==> src/rtl/hazard_scoreboard.sv <==
// Pipeline hazard controller: forwarding, load-use/branch/cache-miss stalls and flushes,
// plus an optional one-entry multiply/divide scoreboard (enable with HZ_MULDIV_SCOREBOARD_EN).
module hazard_scoreboard #(
    parameter int unsigned AW        = 5,
    parameter int unsigned MD_LAT    = 4,
    parameter logic [1:0]  LOAD_CODE = 2'b01
) (
    input  logic          clk,
    input  logic          rst,
    input  logic [AW-1:0] Rs1D,
    input  logic [AW-1:0] Rs2D,
    input  logic [AW-1:0] RdD,
    input  logic          RegWriteD,
    input  logic          MdStartD,
    input  logic [AW-1:0] Rs1E,
    input  logic [AW-1:0] Rs2E,
    input  logic [AW-1:0] RdE,
    input  logic          MdStartE,
    input  logic [1:0]    ResultSrcE,
    input  logic [1:0]    PCSrcE,
    input  logic [AW-1:0] RdM,
    input  logic [AW-1:0] RdW,
    input  logic          RegWriteM,
    input  logic          RegWriteW,
    input  logic          ICacheStallF,
    input  logic          DCacheStallM,
    output logic [1:0]    ForwardAE,
    output logic [1:0]    ForwardBE,
    output logic          StallF,
    output logic          StallD,
    output logic          StallE,
    output logic          StallM,
    output logic          FlushD,
    output logic          FlushE,
    output logic          FlushW,
    output logic          MdCommit,
    output logic [AW-1:0] MdRd,
    output logic          MdBusy
);

    localparam int unsigned CW = (MD_LAT > 1) ? $clog2(MD_LAT) : 1;

    function automatic logic [1:0] fwd_sel(input logic [AW-1:0] rs,
                                           input logic [AW-1:0] rd_m, input logic wr_m,
                                           input logic [AW-1:0] rd_w, input logic wr_w);
        if (rs == '0)                 return 2'b00;
        else if (rs == rd_m && wr_m)  return 2'b10;
        else if (rs == rd_w && wr_w)  return 2'b01;
        else                          return 2'b00;
    endfunction

    logic          load_use;
    logic          md_hazard;
    logic          md_done;
    logic          md_active;
    logic [AW-1:0] md_rd_q;

    assign load_use = (ResultSrcE == LOAD_CODE) && (RdE != '0) && ((RdE == Rs1D) || (RdE == Rs2D));

`ifdef HZ_MULDIV_SCOREBOARD_EN
    typedef enum logic [1:0] {IDLE = 2'd0, BUSY = 2'd1, DONE = 2'd2} md_state_t;

    md_state_t     state, state_next;
    logic [CW-1:0] cnt, cnt_next;
    logic [AW-1:0] md_rd_next;
    logic          launch;

    assign launch = MdStartE && !DCacheStallM;

    // State register: the counter keeps running through cache stalls.
    always_ff @(posedge clk or posedge rst) begin
        if (rst) begin
            state   <= IDLE;
            cnt     <= '0;
            md_rd_q <= '0;
        end else begin
            state   <= state_next;
            cnt     <= cnt_next;
            md_rd_q <= md_rd_next;
        end
    end

    // Next state: a launch is accepted when idle or in the commit cycle.
    always_comb begin
        state_next = state;
        cnt_next   = cnt;
        md_rd_next = md_rd_q;
        case (state)
            IDLE, DONE: begin
                state_next = IDLE;
                if (launch) begin
                    state_next = BUSY;
                    cnt_next   = CW'(MD_LAT - 1);
                    md_rd_next = RdE;
                end
            end
            BUSY: begin
                cnt_next = cnt - CW'(1);
                if (cnt == CW'(1)) state_next = DONE;
            end
            default: state_next = IDLE;
        endcase
    end

    assign md_active = (state != IDLE);
    assign md_done   = (state == DONE);
    assign md_hazard = md_active &&
                       (MdStartD ||
                        ((md_rd_q != '0) && ((md_rd_q == Rs1D) || (md_rd_q == Rs2D))) ||
                        ((md_rd_q != '0) && RegWriteD && (RdD == md_rd_q)));
`else
    logic unused_md_inputs;

    assign unused_md_inputs = ^{clk, MdStartD, MdStartE, RegWriteD, RdD};
    assign md_active = 1'b0;
    assign md_done   = 1'b0;
    assign md_hazard = 1'b0;
    assign md_rd_q   = '0;
`endif

    // Output decode: priority stall/flush selection, all forced low during reset.
    always_comb begin
        ForwardAE = 2'b00;
        ForwardBE = 2'b00;
        StallF    = 1'b0;
        StallD    = 1'b0;
        StallE    = 1'b0;
        StallM    = 1'b0;
        FlushD    = 1'b0;
        FlushE    = 1'b0;
        FlushW    = 1'b0;
        MdCommit  = 1'b0;
        MdRd      = '0;
        MdBusy    = 1'b0;
        if (!rst) begin
            ForwardAE = fwd_sel(Rs1E, RdM, RegWriteM, RdW, RegWriteW);
            ForwardBE = fwd_sel(Rs2E, RdM, RegWriteM, RdW, RegWriteW);
            MdBusy    = md_active;
            MdCommit  = md_done;
            if (md_done) MdRd = md_rd_q;
            if (DCacheStallM) begin
                StallF = 1'b1;
                StallD = 1'b1;
                StallE = 1'b1;
                StallM = 1'b1;
                FlushW = 1'b1;
            end else if (PCSrcE != 2'b00) begin
                FlushD = 1'b1;
                FlushE = 1'b1;
            end else if (load_use || md_hazard) begin
                StallF = 1'b1;
                StallD = 1'b1;
                FlushE = 1'b1;
            end else if (ICacheStallF) begin
                StallF = 1'b1;
                FlushD = 1'b1;
            end
        end
    end

endmodule

==> config.mk <==
export PLATFORM = sky130hd
export DESIGN_NAME = hazard_scoreboard
export DESIGN_NICKNAME = d
export VERILOG_FILES = /design/src/rtl/hazard_scoreboard.sv
export SDC_FILE = /design/constraint.sdc
export NUM_CORES = 1
export LEC_CHECK = 0
export CAP_MARGIN = 25
export CORE_AREA = 2 2 45 47
export DETAILED_ROUTE_END_ITERATION = 7
export DIE_AREA = 0 0 47 49
export DONT_BUFFER_PORTS = 1
export GPL_ROUTABILITY_DRIVEN = 0
export SYNTH_ARGS = -nofsm -noshare
export SYNTH_HDL_FRONTEND = slang
export SYNTH_SLANG_ARGS = --single-unit
==> constraint.sdc <==
create_clock -name vclk -period 1.35
set_clock_uncertainty 0.15 [all_clocks]
set_input_delay 0.2025 -clock vclk [all_inputs]
set_output_delay 0.2025 -clock vclk [all_outputs]
set_load 0.05 [all_outputs]
==> results of run 1 <==
-- cell families after synthesis --
logic type      synth area share, %
simple gates                  32.75
xor+xnor                      45.55
other cells                  0.6501
compound gates                9.327
buf+inv                       11.71
-- power groups by stage --
stage / Sequential, W / Clock, W / Combinational (W)
finish: 0 / 0 / 0.000277
global route: 0 / 0 / 0.000296
CTS: 0 / 0 / 0.000266
detailed placement: 0 / 0 / 0.000253
global placement: 0 / 0 / 0.000250
floorplan: 0 / 0 / 0.000234
-- layer usage --
metal | vias to the layer above | GRT usage, %
li1 | 272 | -
met1 | 259 | 11.14
met2 | 42 | 25.57
met3 | 0 | 2.222
met4 | 0 | 0
met5 | - | 0
-- worst max path at each step --
stage / from / depth (start not counted) / end / slack [ns]
2_1_floorplan: RdM[2] / 4 / ForwardAE[1] / -0.32
3_3_place_gp: RdM[2] / 5 / ForwardAE[1] / -0.31
3_5_place_dp: RdM[2] / 5 / ForwardAE[1] / -0.33
4_1_cts: RdM[2] / 5 / ForwardAE[1] / -0.29
5_1_grt: RdM[1] / 5 / ForwardAE[1] / -0.32
6_report: RdM[1] / 7 / ForwardAE[0] / -0.26
-- cell usage after synthesis, drive strengths merged --
master   n  area (sq um)
a21oi    2         10.01
a22oi    1         12.51
and3     2         12.51
buf      9         67.56
conb     1         3.750
nand2    5         18.77
nand2b   1         6.260
nand4    2         12.51
nor2     7         28.78
nor2b    2         12.51
nor3     4         20.02
nor3b    2         25.02
nor4     4         31.28
o211a    1         10.01
o21ai    1         5.000
o21bai   1         7.510
o32ai    1         8.760
or3      1         6.260
or4      2         15.01
xnor2   12         105.1
xor2    18         157.7
-- area by class of cell --
class,count,area [sq um]
Fill cell,188,937.1
Multi-Input combinational cell,76,694.4
Timing Repair Buffer,12,176.4
Tap cell,27,33.78
-- through the flow --
| stage | setup TNS [ns] | worst slack [ns] | cell area, sq um | power, W |
|---|---|---|---|---|
| 2_1_floorplan | -1.389 | -0.3211 | 691.9 | 0.0002340 |
| 3_3_place_gp | -1.490 | -0.3114 | 793.3 | 0.0002502 |
| 3_5_place_dp | -1.608 | -0.3295 | 793.3 | 0.0002531 |
| 4_1_cts | -1.322 | -0.2865 | 837.1 | 0.0002664 |
| 5_1_grt | -1.607 | -0.3198 | 904.6 | 0.0002957 |
| 6_report | -1.225 | -0.2598 | 904.6 | 0.0002766 |
-- repair_timing --
item	in CTS	in global routing
cloned	0	0
endpoints found under the setup margin	8	8
pin swaps	7	6
resized for setup	6	9
setup buffers	2	2
hold buffers	0	0
==> impl_metrics.tcl, run 1 <==
set metrics [dict create \
    failed_checks "setup timing" \
    slew_headroom_pct 61.16 \
    area.sequential_sq_um 0 \
    fmax_mhz 621.2 \
    cp_data_arrival_time_ns 1.26 \
    std_cell_rows 16 \
    ios 71 \
    whs_path_depth 1 \
    peakVddDrop_mv 0.2060 \
    finalNonFillerCells 115 \
    postSynthCellCount 79 \
    num_antenna_cells 0 \
    start_util_pct 31.32 \
    path_cells "xor2_1 > nor4_2 > and3_1 > buf_4 > buf_6 > nor4_4 > buf_12" \
    grt_pass1_vias 597 \
    antenna_found_initial 0 \
    grt_max_degree 8 \
    final_common_cell "xor2_1" \
    cp-end-kind "primary output" \
    fin_util_pct 49.12 \
    vias 573 \
    swShare_pct 58.44 \
    vias_per_cell 4.983 \
    area_growth_pct 56.83 \
    p_comb_share_pct 100.0 \
    cp_max_fo 2 \
    final_nets 143 \
    worst_slack_ns -0.2598 \
    avgRoutedWirePerCell_microns 13.75 \
    wl_mm 1.581 \
    power.internal_w 0.0001150 \
    grt_pass1_wl_mm 2.166 \
    place_inst 111 \
    core_sq_um 1842 \
    cpMaxStageDelayCell "nor4_2" \
    seq_area_frac_synth_pct 0 \
    synth_cell_types 23 \
    final_cell_mix "14 x xor2_1, 12 x xnor2_1, 7 x conb_1" \
    hold_viol 0 \
    worstHoldEndpoint "FlushE" \
    wl_met3_microns 232 \
    ant_nets 0 \
    worst_slew_pin_slew_ns 0.5865 \
    critical-path-max-stage-delay_ns 0.29 \
    hold_ws_ns 0.4055 \
    clkPwrFrac_pct 0 \
    synth_area_per_cell_sq_um 7.301 \
    crit_buf_inv 3 \
    seq_cell_count 0 \
    syn-cell-area_sq_um 576.8 \
    p_switching_w 0.0001617 \
    fin_crit_sh_pct 119.2 \
    ys.warnings.count 0 \
    period_minus_slack_ns 1.610 \
    nClkBuffers 0 \
    drt_first_pass_iters 2 \
    top_layer "met3" \
    wl_met2_microns 879 \
    fp.dieArea_sq_um 2303 \
    port-buffer-count 0 \
    hold_class "input port to primary output" \
    start_kind "input port" \
    grt.total_usage_pct 11.93 \
    power.density_nw_per_um2 305.8 \
    status "complete, but fails checks" \
    maxSlewViolCount 0 \
    die_w_microns 47 \
    hold_start "DCacheStallM" \
    globalRouteOverflowTotal 0 \
    route.detailed.drc 0 \
    critPathTopFamily "simple AND/OR/NAND/NOR gates" \
    max-cap-violations 0 \
    finalSetupViolCount 8 \
    post-dp-hpwl_mm 1.367 \
    wl_met1_microns 469 \
    layout-drive-gt1-share_pct 37.50 \
    dieHeight_microns 49 \
    rsz0062_at_grt "yes" \
    pwr-share-seq_pct 0 \
    worstSetupPathType "input port to primary output" \
    worst-endpoint-required_ns 1.00 \
    p_leak_nw 0.2974 \
    drt_iter0_markers 1 \
]
Power figures use the tool's default switching activity.
==> run 2, diff against run 1 <==
--- a/config.mk
+++ b/config.mk
@@ -11,6 +11,7 @@
 export DIE_AREA = 0 0 47 49
 export DONT_BUFFER_PORTS = 1
 export GPL_ROUTABILITY_DRIVEN = 0
+export SLEW_MARGIN = 20
 export SYNTH_ARGS = -nofsm -noshare
 export SYNTH_HDL_FRONTEND = slang
 export SYNTH_SLANG_ARGS = --single-unit
==> constraint.sdc (replaced) <==
create_clock -name vclk -period 1.8
set_clock_uncertainty 0.15 [all_clocks]
set_input_delay 0.27 -clock vclk [all_inputs]
set_output_delay 0.27 -clock vclk [all_outputs]
set_load 0.05 [all_outputs]
==> impl_metrics.tcl, run 2 (synthesis results as in run 1) <==
set metrics [dict create \
    clkPwrFrac_pct 0 \
    pre_cts_ws_ns -0.02522 \
    pwr-share-seq_pct 0 \
    ant_nets 0 \
    std_cell_rows 16 \
    critPathTopFamily "simple AND/OR/NAND/NOR gates" \
    p_leak_nw 0.2827 \
    nClkBuffers 0 \
    grtUsageMet2_pct 26.71 \
    critical-path-max-stage-delay_ns 0.31 \
    antenna_found_initial 0 \
    whs_path_depth 2 \
    place_inst 114 \
    fmax_mhz 554.2 \
    period_minus_slack_ns 1.804 \
    drt_iter0_markers 5 \
    grt_busiest_layer "met2" \
    peakVddDrop_mv 0.1801 \
    power.internal_w 0.00008091 \
    area_growth_pct 36.66 \
    fin_crit_sh_pct 100.2 \
    grt_use_met1_pct 11.78 \
    p_switching_w 0.0001178 \
    worstSetupPathType "input port to primary output" \
    worst_slack_ns -0.004306 \
    cp-end-kind "primary output" \
    drt_first_pass_iters 3 \
    grt_pass1_vias 626 \
    worst-endpoint-required_ns 1.38 \
    path_cells "xor2_1 > nor4_2 > and3_4 > nor3b_4 > buf_12" \
    wl_mm 1.601 \
    failed_checks "setup timing" \
    grt_pass1_wl_mm 2.277 \
    cp_data_arrival_time_ns 1.38 \
    start_util_pct 31.32 \
    core_sq_um 1842 \
    hold_start "rst" \
    grt_max_degree 8 \
    grtUsageMet3_pct 3.333 \
    num_antenna_cells 0 \
    cpMaxStageDelayCell "nor4_2" \
    route.detailed.drc 0 \
    vias_per_cell 5.009 \
    power.density_nw_per_um2 252.1 \
    final_common_cell "xor2_1" \
    finalSetupViolCount 1 \
    hold_viol 0 \
    final_cell_mix "18 x xor2_1, 12 x xnor2_1, 7 x conb_1" \
    seq_cell_count 0 \
    status "complete, but fails checks" \
    rsz0062_at_grt "yes" \
    finalNonFillerCells 114 \
    ios 71 \
    start_kind "input port" \
    post_cts_buffers 0 \
    post-dp-hpwl_mm 1.412 \
    area.sequential_sq_um 0 \
    worstHoldEndpoint "ForwardAE[1]" \
    port-buffer-count 0 \
    cp_max_fo 2 \
    die_w_microns 47 \
    final_nets 142 \
    p_comb_share_pct 100.0 \
    grt.total_usage_pct 12.70 \
    dieHeight_microns 49 \
    vias 571 \
    fp.dieArea_sq_um 2303 \
    globalRouteOverflowTotal 0 \
    max-cap-violations 0 \
    hold_ws_ns 0.5559 \
    avgRoutedWirePerCell_microns 14.04 \
    hold_class "input port to primary output" \
    swShare_pct 59.29 \
    crit_buf_inv 1 \
    layout-drive-gt1-share_pct 27.59 \
    maxSlewViolCount 0 \
]
==> run 2: cell count changes in the layout (fill, tap and decap cells not counted), moves of 2 or more <==
cell | previous run | this run
xor2_1 | 14 | 18
xor2_2 | 3 | 0
nor3_1 | 2 | 4
nor3_2 | 2 | 0
==> run 2: worst max path at each step <==
stage | from | to | slack [ns] | cells past startpoint
3_3_place_gp | RdM[2] | ForwardAE[1] | -0.03 | 5
3_5_place_dp | RdM[2] | ForwardAE[1] | -0.03 | 5
4_1_cts | RdM[2] | ForwardAE[1] | -0.04 | 5
5_1_grt | RdM[2] | ForwardAE[1] | -0.04 | 5
2_1_floorplan | RdM[2] | ForwardBE[0] | -0.21 | 4
6_report | RdM[2] | ForwardAE[1] | -0.004 | 5
==> run 2: per-layer routing <==
metal | vias up | part of all wire [%]
li1 | 272 | -
met1 | 252 | 28
met3 | 0 | 17
met2 | 47 | 55
met4 | 0 | 0
met5 | - | 0
==> run 2: through the flow <==
step	utilization [%]	setup TNS, ns	total power, W	cell area [sq um]
floorplan	-	-0.3387	0.0001643	638.1
global placement	40.96	-0.02826	0.0001879	754.5
detailed placement	40.96	-0.02522	0.0001905	754.5
CTS	41.17	-0.03875	0.0001915	758.2
global route	42.80	-0.03822	0.0002105	788.3
finish	42.80	-0.004306	0.0001987	788.3
==> run 2: power groups by stage <==
| stage | combinational [W] | clock [W] | sequential (W) |
|---|---|---|---|
| 2_1_floorplan | 0.000164 | 0 | 0 |
| 3_3_place_gp | 0.000188 | 0 | 0 |
| 3_5_place_dp | 0.000191 | 0 | 0 |
| 4_1_cts | 0.000192 | 0 | 0 |
| 5_1_grt | 0.000211 | 0 | 0 |
| 6_report | 0.000199 | 0 | 0 |
==> run 2: repair_timing <==
| action | in CTS | in global routing |
|---|---|---|
| hold buffers | 0 | 0 |
| setup endpoints to repair | 2 | 3 |
| pin swaps | 2 | 2 |
| resized for setup | 1 | 6 |
==> run 2: final cells by class <==
| class | count | area (sq um) |
|---|---|---|
| Tap cell | 27 | 33.78 |
| Timing Repair Buffer | 11 | 152.6 |
| Multi-Input combinational cell | 76 | 601.8 |
| Fill cell | 194 | 1054 |
